### config.mk
export PLATFORM = sky130hd
export DESIGN_NAME = mux4_serializer
export DESIGN_NICKNAME = d
export VERILOG_FILES = /design/src/rtl/mux4_serializer.sv
export SDC_FILE = /design/constraint.sdc
export NUM_CORES = 1
export LEC_CHECK = 0
export ABC_AREA = 0
export BUFFER_PORTS_ARGS = -buffer_cell sky130_fd_sc_hd__buf_2
export CAP_MARGIN = 20
export CORE_MARGIN = 2
export CORE_UTILIZATION = 45
export DETAILED_ROUTE_END_ITERATION = 10
export GPL_TIMING_DRIVEN = 0
export PLACE_DENSITY = 0.69
export SYNTH_ARGS = -nofsm -noshare
export SYNTH_HDL_FRONTEND = slang
export SYNTH_SLANG_ARGS = --single-unit
export TNS_END_PERCENT = 30
### constraint.sdc
create_clock -name clk -period 2.6 [get_ports clk]
set_input_delay 0.52 -clock clk [delete_from_list [all_inputs] [get_ports clk]]
set_output_delay 0.52 -clock clk [all_outputs]
set_load 0.01 [all_outputs]
### src/rtl/mux4_serializer.sv
// Sequencer for a 4:1 bit mux: latches a 4-bit word, then walks the select
// through all four slots (HOLD_CYCLES clocks each) with framing flags.
module mux4_serializer #(
    parameter int HOLD_CYCLES = 1,
    parameter bit LSB_FIRST   = 1'b1
) (
    input  logic       clk,
    input  logic       rst_n,
    input  logic [3:0] in_data,
    input  logic       in_valid,
    output logic       in_ready,
    output logic [3:0] i_out,
    output logic [1:0] sel,
    output logic       slot_valid,
    output logic       last_slot,
    output logic       done
);

    if (HOLD_CYCLES < 1 || HOLD_CYCLES > 16) begin : g_bad_hold
        $error("mux4_serializer: HOLD_CYCLES must be in 1..16");
    end

    localparam logic [1:0] FIRST = LSB_FIRST ? 2'd0 : 2'd3;
    localparam logic [1:0] LAST  = LSB_FIRST ? 2'd3 : 2'd0;
    localparam logic [3:0] HMAX  = 4'(HOLD_CYCLES - 1);

    typedef enum logic {IDLE, SHIFT} state_t;

    state_t     state;
    logic [3:0] cnt;
    logic       accept;

    // Flags are combinational so a new word can load on the done edge with no bubble.
    assign last_slot = (state == SHIFT) && (sel == LAST);
    assign done      = last_slot && (cnt == HMAX);
    assign in_ready  = (state == IDLE) || done;
    assign accept    = in_valid && in_ready;

    always_ff @(posedge clk or negedge rst_n) begin
        if (!rst_n) begin
            state      <= IDLE;
            cnt        <= 4'd0;
            i_out      <= 4'd0;
            sel        <= FIRST;
            slot_valid <= 1'b0;
        end else if (accept) begin
            state      <= SHIFT;
            cnt        <= 4'd0;
            i_out      <= in_data;
            sel        <= FIRST;
            slot_valid <= 1'b1;
        end else if (state == SHIFT) begin
            if (cnt == HMAX) begin
                cnt <= 4'd0;
                // sel parks on the last index in IDLE; only a load returns it to FIRST.
                if (sel == LAST) begin
                    state      <= IDLE;
                    slot_valid <= 1'b0;
                end else begin
                    sel <= LSB_FIRST ? sel + 2'd1 : sel - 2'd1;
                end
            end else begin
                cnt <= cnt + 4'd1;
            end
        end
    end

endmodule
==> reports/qor.yml, run 1 <==
pwr:
  p_per_area_nw_per_um2: 1130
  pwr-share-comb: 0.450
  leakagePower_nw: 0.414
  power.internal_mw: 0.591
  clockPowerShare: 0.162
  pwr-share-seq: 0.388
  p_sw_mw: 0.317
  ir_drop_mv: 0.528
  switching_share: 0.349
yosys:
  ys.flop_type: "dfrtp_1"
  syn-num-nets: 66
  synth.ff_latch_count: 12
  ys_types: 23
  synth_warnings: 0
  netlist_area_um2: 668
  synth_area_per_cell_um2: 11.9
  async_flop_share: 1.00
  seq_area_frac_synth: 0.449
  syn_inst: 56
  synth_edf_count: 0
floorplan:
  rows: 13
  core_area_um2: 1350
  ioPinCount: 17
  chipHeight_um: 42.5
  start_util: 0.495
  die_width_um: 42.5
  die_area_um2: 1810
clock_tree:
  cts_hold_buffers: 0
  cts_max_level: 1
  post_cts_buffers: 0
  cts.clk_slew.worst_paths_ns: 0.08
  root_buffer: "clkbuf_4"
  cts_tree: "done"
  post_cts_resized: 0
  clk_latency_ns: 0.27
  cts_buffer_depth: 2
  cts_made_buffers: 3
  cts_num_sinks: 12
cells_and_area:
  multi_input_area_um2: 330
  layout.nets: 87
  final_cell_count_no_fill: 91
  seqCellArea_um2: 300
  n_fill_cell: 115
  antenna_cells: 0
  area_growth_pct: 20.2
  drive_above_1_share: 0.395
  fin_util: 0.595
critical_path:
  cp_max_fo: 5
  rr_worst_depth: 4
  r2r_slack_ns: 1.03
  cp_data_arrival_time_ns: 1.55
  r2r_end: "i_out[2]"
  required_ns: 2.08
  crit-reg2reg-launch: "sel[0]"
  startpoint: "cnt[0]"
  crit_end: "done"
  cp-end-kind: "output pin"
  start_kind: "register"
  crit_type: "reg -> out"
sta:
  setup-violations-final: 0
  finalSetupTns_ns: 0
  rsz0062_at_grt: "no"
  relSlewSlack: 0.825
  fin_skew_ns: 0.00442
  fmax_ghz: 0.483
  timing.final.crit_share: 0.796
  hold_viol_final: 0
  drv_slew: 0
  fin_ws_ns: 0.531
  timing.hold.ws_ns: 0.105
  tightest_slew_ns: 0.262
  fin_crit_ns: 2.07
routing:
  vias_per_cell: 5.29
  postRouteAntennaNets: 0
  dr.pass1.iters: 4
  wirelength_um: 1120
  vias: 481
  wl_per_cell_um: 12.3
  drc: 0
  first_iter_violations: 12
global_routing:
  grt_max_degree: 13
  grtUsageTotal: 0.147
  grt-ovfl-total: 0
  grt_pass1_vias: 477
  grt_pass1_wl_um: 2010
  antenna_found_initial: 0
run:
  maxCapViolCount: 0
worst_hold_path:
  hp-class: "in -> async"
placed_design:
  dp_cells: 87
  io_buffer_count: 16
  place_congestion: 0.816
  hpwl_um: 879
  pre_cts_ws_ns: 0.843
outcome:
  status: "finished clean"
[worst min-delay path by stage]
| stage | start | endpoint | slack (ns) | depth (start not counted) |
|---|---|---|---|---|
| detailed placement | rst_n | cnt[0] | 0.42 | 1 |
| finish | rst_n | cnt[0] | 0.11 | 1 |
| floorplan | rst_n | cnt[0] | 0.22 | 0 |
| global route | rst_n | cnt[2] | 0.13 | 1 |
| CTS | rst_n | cnt[2] | 0.11 | 1 |
| global placement | rst_n | cnt[2] | 0.42 | 1 |
[per-layer routing]
metal  global-route usage  part of all wire
met5                    0                 0
met4               0.0375                 0
met3               0.0517             0.060
met2                0.231              0.45
met1                0.192              0.49
[registers in the layout, summed over array words and instances (netlist names)]
register / cells
slot_valid: 1
state: 1
cnt: 4
i_out: 4
sel: 2
[kinds of logic (layout without fill, tap and decap cells)]
kind of cell / count (synthesis) / after routing / share of synthesized area
flops: 12 / 12 / 0.449
fa+ha+maj: 3 / 3 / 0.0562
compound gates: 9 / 9 / 0.133
mux: 4 / 4 / 0.0899
xor+xnor: 1 / 1 / 0.0131
buf+inv: 6 / 26 / 0.0562
simple gates: 21 / 21 / 0.202
[placed cells by master, fill, tap and decap left out, types with 2 or more instances in the layout]
master,netlist,final
mux2_4,4,4
nor2_1,2,2
o311ai_2,2,2
or2b_1,2,2
inv_1,4,4
buf_6,2,2
clkbuf_4,0,3
dfrtp_1,12,12
buf_2,0,16
a31oi_1,2,2
ha_1,3,3
nand2_1,5,5
nand3_1,6,6
[worst max-delay path: stages (launching register included)]
cell,delay (ns)
dfrtp_1,0.43
inv_1,0.07
ha_1,0.21
nor3b_1,0.27
and3_1,0.18
buf_2,0.12
[power by group through the flow]
stage	clock [mW]	sequential [mW]	combinational (mW)
floorplan	0	0.365	0.289
global placement	0	0.351	0.402
detailed placement	0	0.354	0.417
CTS	0.153	0.352	0.417
global route	0.162	0.367	0.453
finish	0.147	0.352	0.409
[through the flow]
stage | power (mW) | cell area (um2)
3_5_place_dp | 0.771 | 767
3_3_place_gp | 0.753 | 767
2_1_floorplan | 0.654 | 668
5_1_grt | 0.982 | 803
6_report | 0.908 | 803
4_1_cts | 0.922 | 803
[area by class of cell]
| class | count | area share |
|---|---|---|
| Buffer | 2 | 0.0280 |
| Clock buffer | 4 | 0.0452 |
| Inverter | 4 | 0.0187 |
| Multi-Input combinational cell | 38 | 0.411 |
| Sequential cell | 12 | 0.374 |
| Tap cell | 15 | 0.0234 |
| Timing Repair Buffer | 16 | 0.0997 |
[cells in the mapped netlist (2+ instances only)]
cell type | instances | area (um2)
nand3_1 | 6 | 30.0
buf_6 | 2 | 22.5
ha_1 | 3 | 37.5
or2b_1 | 2 | 15.0
inv_1 | 4 | 15.0
dfrtp_1 | 12 | 300
nand2_1 | 5 | 18.8
mux2_4 | 4 | 60.1
nor2_1 | 2 | 7.51
o311ai_2 | 2 | 32.5
a31oi_1 | 2 | 12.5
Note: power is estimated with default switching activity, not from simulation.
==> inputs of run 2 (changes only) <==
- ABC_AREA: 0 -> 1
- CORE_UTILIZATION: 45 -> 43
- PLACE_DENSITY: 0.69 -> 0.71
- clock period: 2.6 -> 1.8 ns (I/O delays scaled with it)
==> reports/qor.yml, run 2 <==
routing:
  wl_per_cell_um: 10.5  # -15%
  drc: 0  # unchanged
  vias: 551  # +15%
  postRouteAntennaNets: 0  # unchanged
  first_iter_violations: 0  # -12
  vias_per_cell: 4.71  # -11%
  dr.pass1.iters: 1  # -3
  wirelength_um: 1230  # +9.5%
cells_and_area:
  fin_util: 0.584  # -0.0113
  antenna_cells: 0  # unchanged
  multi_input_area_um2: 254  # -23%
  final_common_cell: "nand2_1"
  drive_above_1_share: 0.235  # -0.159
  seqCellArea_um2: 300  # unchanged
  layout.nets: 113  # +30%
  reg_top3: "cnt: 4 flops, i_out: 4 flops, sel: 2 flops"
  area_growth_pct: 26.7
  n_fill_cell: 137  # +19%
  layout_common_cells: "nand2_1, buf_2, inv_1, dfrtp_1, nand3_1"
placed_design:
  place_congestion: 0.660  # -19%
  hpwl_um: 939  # +6.9%
  io_buffer_count: 16  # unchanged
yosys:
  synth.ff_latch_count: 12  # unchanged
  syn-num-nets: 89  # +35%
  synth_edf_count: 0  # unchanged
  ys_types: 9  # -61%
  synth_fa_ha_area_frac: 0.0626  # +0.00645
  synth_area_leaders: "dfrtp_1, nand2_1, nand3_1"
  synth_warnings: 0  # unchanged
  muxShareOfSynthArea: 0  # -0.0899
  yosys.area.top_type: "dfrtp_1"
  ys.flop_type: "dfrtp_1"
  yosysMostFrequentCell: "nand2_1"
  netlist_area_um2: 599  # -10%
  yosysTopAreaCellShare: 0.501  # +0.0516
  synth_top_family_by_area: "simple AND/OR/NAND/NOR gates"
  async_flop_share: 1.00  # unchanged
  synth_compound_area_frac: 0.0334  # -0.0996
  seq_area_frac_synth: 0.501  # +0.0516
  syn_inst: 79  # +41%
  synth_commonest_cells: "nand2_1, dfrtp_1, inv_1"
  yosys.area_share.simple: 0.328  # +0.126
  synth_area_per_cell_um2: 7.59  # -36%
  synth_xor_area_frac: 0  # -0.0131
clock_tree:
  cts_tree: "done"
  cts_made_buffers: 3  # unchanged
  cts_max_level: 1  # unchanged
  cts_num_sinks: 12  # unchanged
  clk_latency_ns: 0.27  # about the same
  cts.clk_slew.worst_paths_ns: 0.08  # about the same
  cts_buffer_depth: 2  # unchanged
  root_buffer: "clkbuf_4"
global_routing:
  grt_pass1_vias: 469  # -1.7%
  antenna_found_initial: 0  # unchanged
  grt-ovfl-total: 0  # unchanged
  grtUsageTotal: 0.171  # +0.0236
  grt_pass1_wl_um: 1790  # -11%
  grt_max_degree: 13  # unchanged
worst_hold_path:
  hp-class: "in -> reg"
  hold_path_depth: 3
  min_to: "i_out[3]"
  hp-start: "in_data[3]"
run:
  maxCapViolCount: 0  # unchanged
critical_path:
  cp_max_fo: 7  # +2
  crit-reg2reg-launch: "sel[0]"
  crit_type: "reg -> out"
  cp_data_arrival_time_ns: 1.32  # -0.23 ns
  cpMaxStageDelayCell: "dfrtp_1"
  critical-path-top-delay-family: "flip-flops"
  start_kind: "register"
  rr_worst_depth: 6  # +2
  slowest_delay_ns: 0.42  # about the same
  critPathBufInv: 1  # -1
  r2r_end: "i_out[0]"
  r2r_slack_ns: 0.51  # -0.52 ns
  required_ns: 1.44  # -0.64 ns
  path_cells: "ha_1 > nand3_1 > nand2_2 > buf_2"
  cp-end-kind: "output pin"
pwr:
  leakagePower_nw: 0.461  # +11%
  p_per_area_nw_per_um2: 1410  # +25%
  power.internal_mw: 0.654  # +11%
  ir_drop_mv: 0.780  # +48%
  pwr-share-comb: 0.411  # -0.039
  p_sw_mw: 0.420  # +32%
  switching_share: 0.391  # +0.0415
  clockPowerShare: 0.203  # +0.041
  pwr-share-seq: 0.385  # -0.003
sta:
  fin_skew_ns: 0.00290  # -0.00151 ns
  fin_crit_ns: 1.68
  relSlewSlack: 0.819  # -0.00643
  rsz0062_at_grt: "no"
  finalSetupTns_ns: 0  # unchanged
  tightest_slew_ns: 0.272  # +0.00964 ns
  hold_viol_final: 0  # unchanged
  timing.final.crit_share: 0.935
  fmax_ghz: 0.594
  drv_slew: 0  # unchanged
  setup-violations-final: 0  # unchanged
floorplan:
  core_area_um2: 1300  # -3.6%
  start_util: 0.461  # -0.0343
  chipHeight_um: 41.3  # -2.8%
  ioPinCount: 17  # unchanged
  die_area_um2: 1710  # -5.5%
  rows: 13  # unchanged
  die_width_um: 41.3  # -2.8%
outcome:
  status: "finished clean"
==> run 2: worst max-delay path by stage <==
stage	startpoint	end	depth (start not counted)	slack [ns]
final	sel[0]	in_ready	4	0.12
after global routing	cnt[0]	done	7	0.02
after CTS	cnt[0]	done	7	0.1
after detailed placement	cnt[0]	done	7	0.41
after global placement	cnt[0]	done	7	0.42
after floorplan	sel[0]	done	5	0.50
==> run 2: timing repair <==
action,4_1_cts,5_1_grt
setup buffers,0,2
gates resized for setup,0,0
endpoints found under the setup margin,0,1
endpoints found under the hold margin,12,0
hold buffers,1,0
==> run 2: metal layers <==
metal	share of wire	track usage	vias to the layer above	wire length [um]
li1	-	-	286	-
met1	0.45	0.184	247	558
met2	0.49	0.297	14	606
met3	0.033	0.0319	4	41
met4	0.017	0.121	0	21
met5	0	0	-	0
==> run 2: power groups by stage <==
stage	registers [mW]	logic (mW)	clock network (mW)
after floorplan	0.450	0.242	0
after global placement	0.412	0.430	0
after detailed placement	0.416	0.451	0
after CTS	0.414	0.453	0.224
after global routing	0.425	0.519	0.235
final	0.414	0.442	0.218
==> run 2: worst min-delay path, delay by kind of cell <==
| family | cells | cell delay (ns) |
|---|---|---|
| buffers and inverters | 1 | 0.07 |
| AND/OR/NAND/NOR | 2 | 0.13 |
==> run 2: cells by family after synthesis <==
logic type | count (synthesis)
and+or+nand+nor | 48
DFF | 12
adders and majority gates | 3
AOI/OAI and AO/OA | 4
buffers and inverters | 12
==> run 2: stage by stage <==
| step | cells | power [mW] | cell area [um2] | hold slack, ns | setup slack [ns] |
|---|---|---|---|---|---|
| floorplan | 79 | 0.692 | 599 | 0.0644 | 0.502 |
| finish | 117 | 1.07 | 759 | 0.318 | 0.117 |
| global placement | 110 | 0.842 | 698 | 0.249 | 0.423 |
| global route | 117 | 1.18 | 759 | 0.337 | 0.0238 |
| detailed placement | 110 | 0.868 | 698 | 0.250 | 0.409 |
| CTS | 115 | 1.09 | 744 | 0.314 | 0.0979 |
==> run 2: layout make-up <==
class / instances / share of cell area
Timing Repair Buffer: 19 / 0.138
Sequential cell: 12 / 0.395
Inverter: 12 / 0.0593
Multi-Input combinational cell: 55 / 0.334
Clock buffer: 4 / 0.0478
Tap cell: 15 / 0.0247
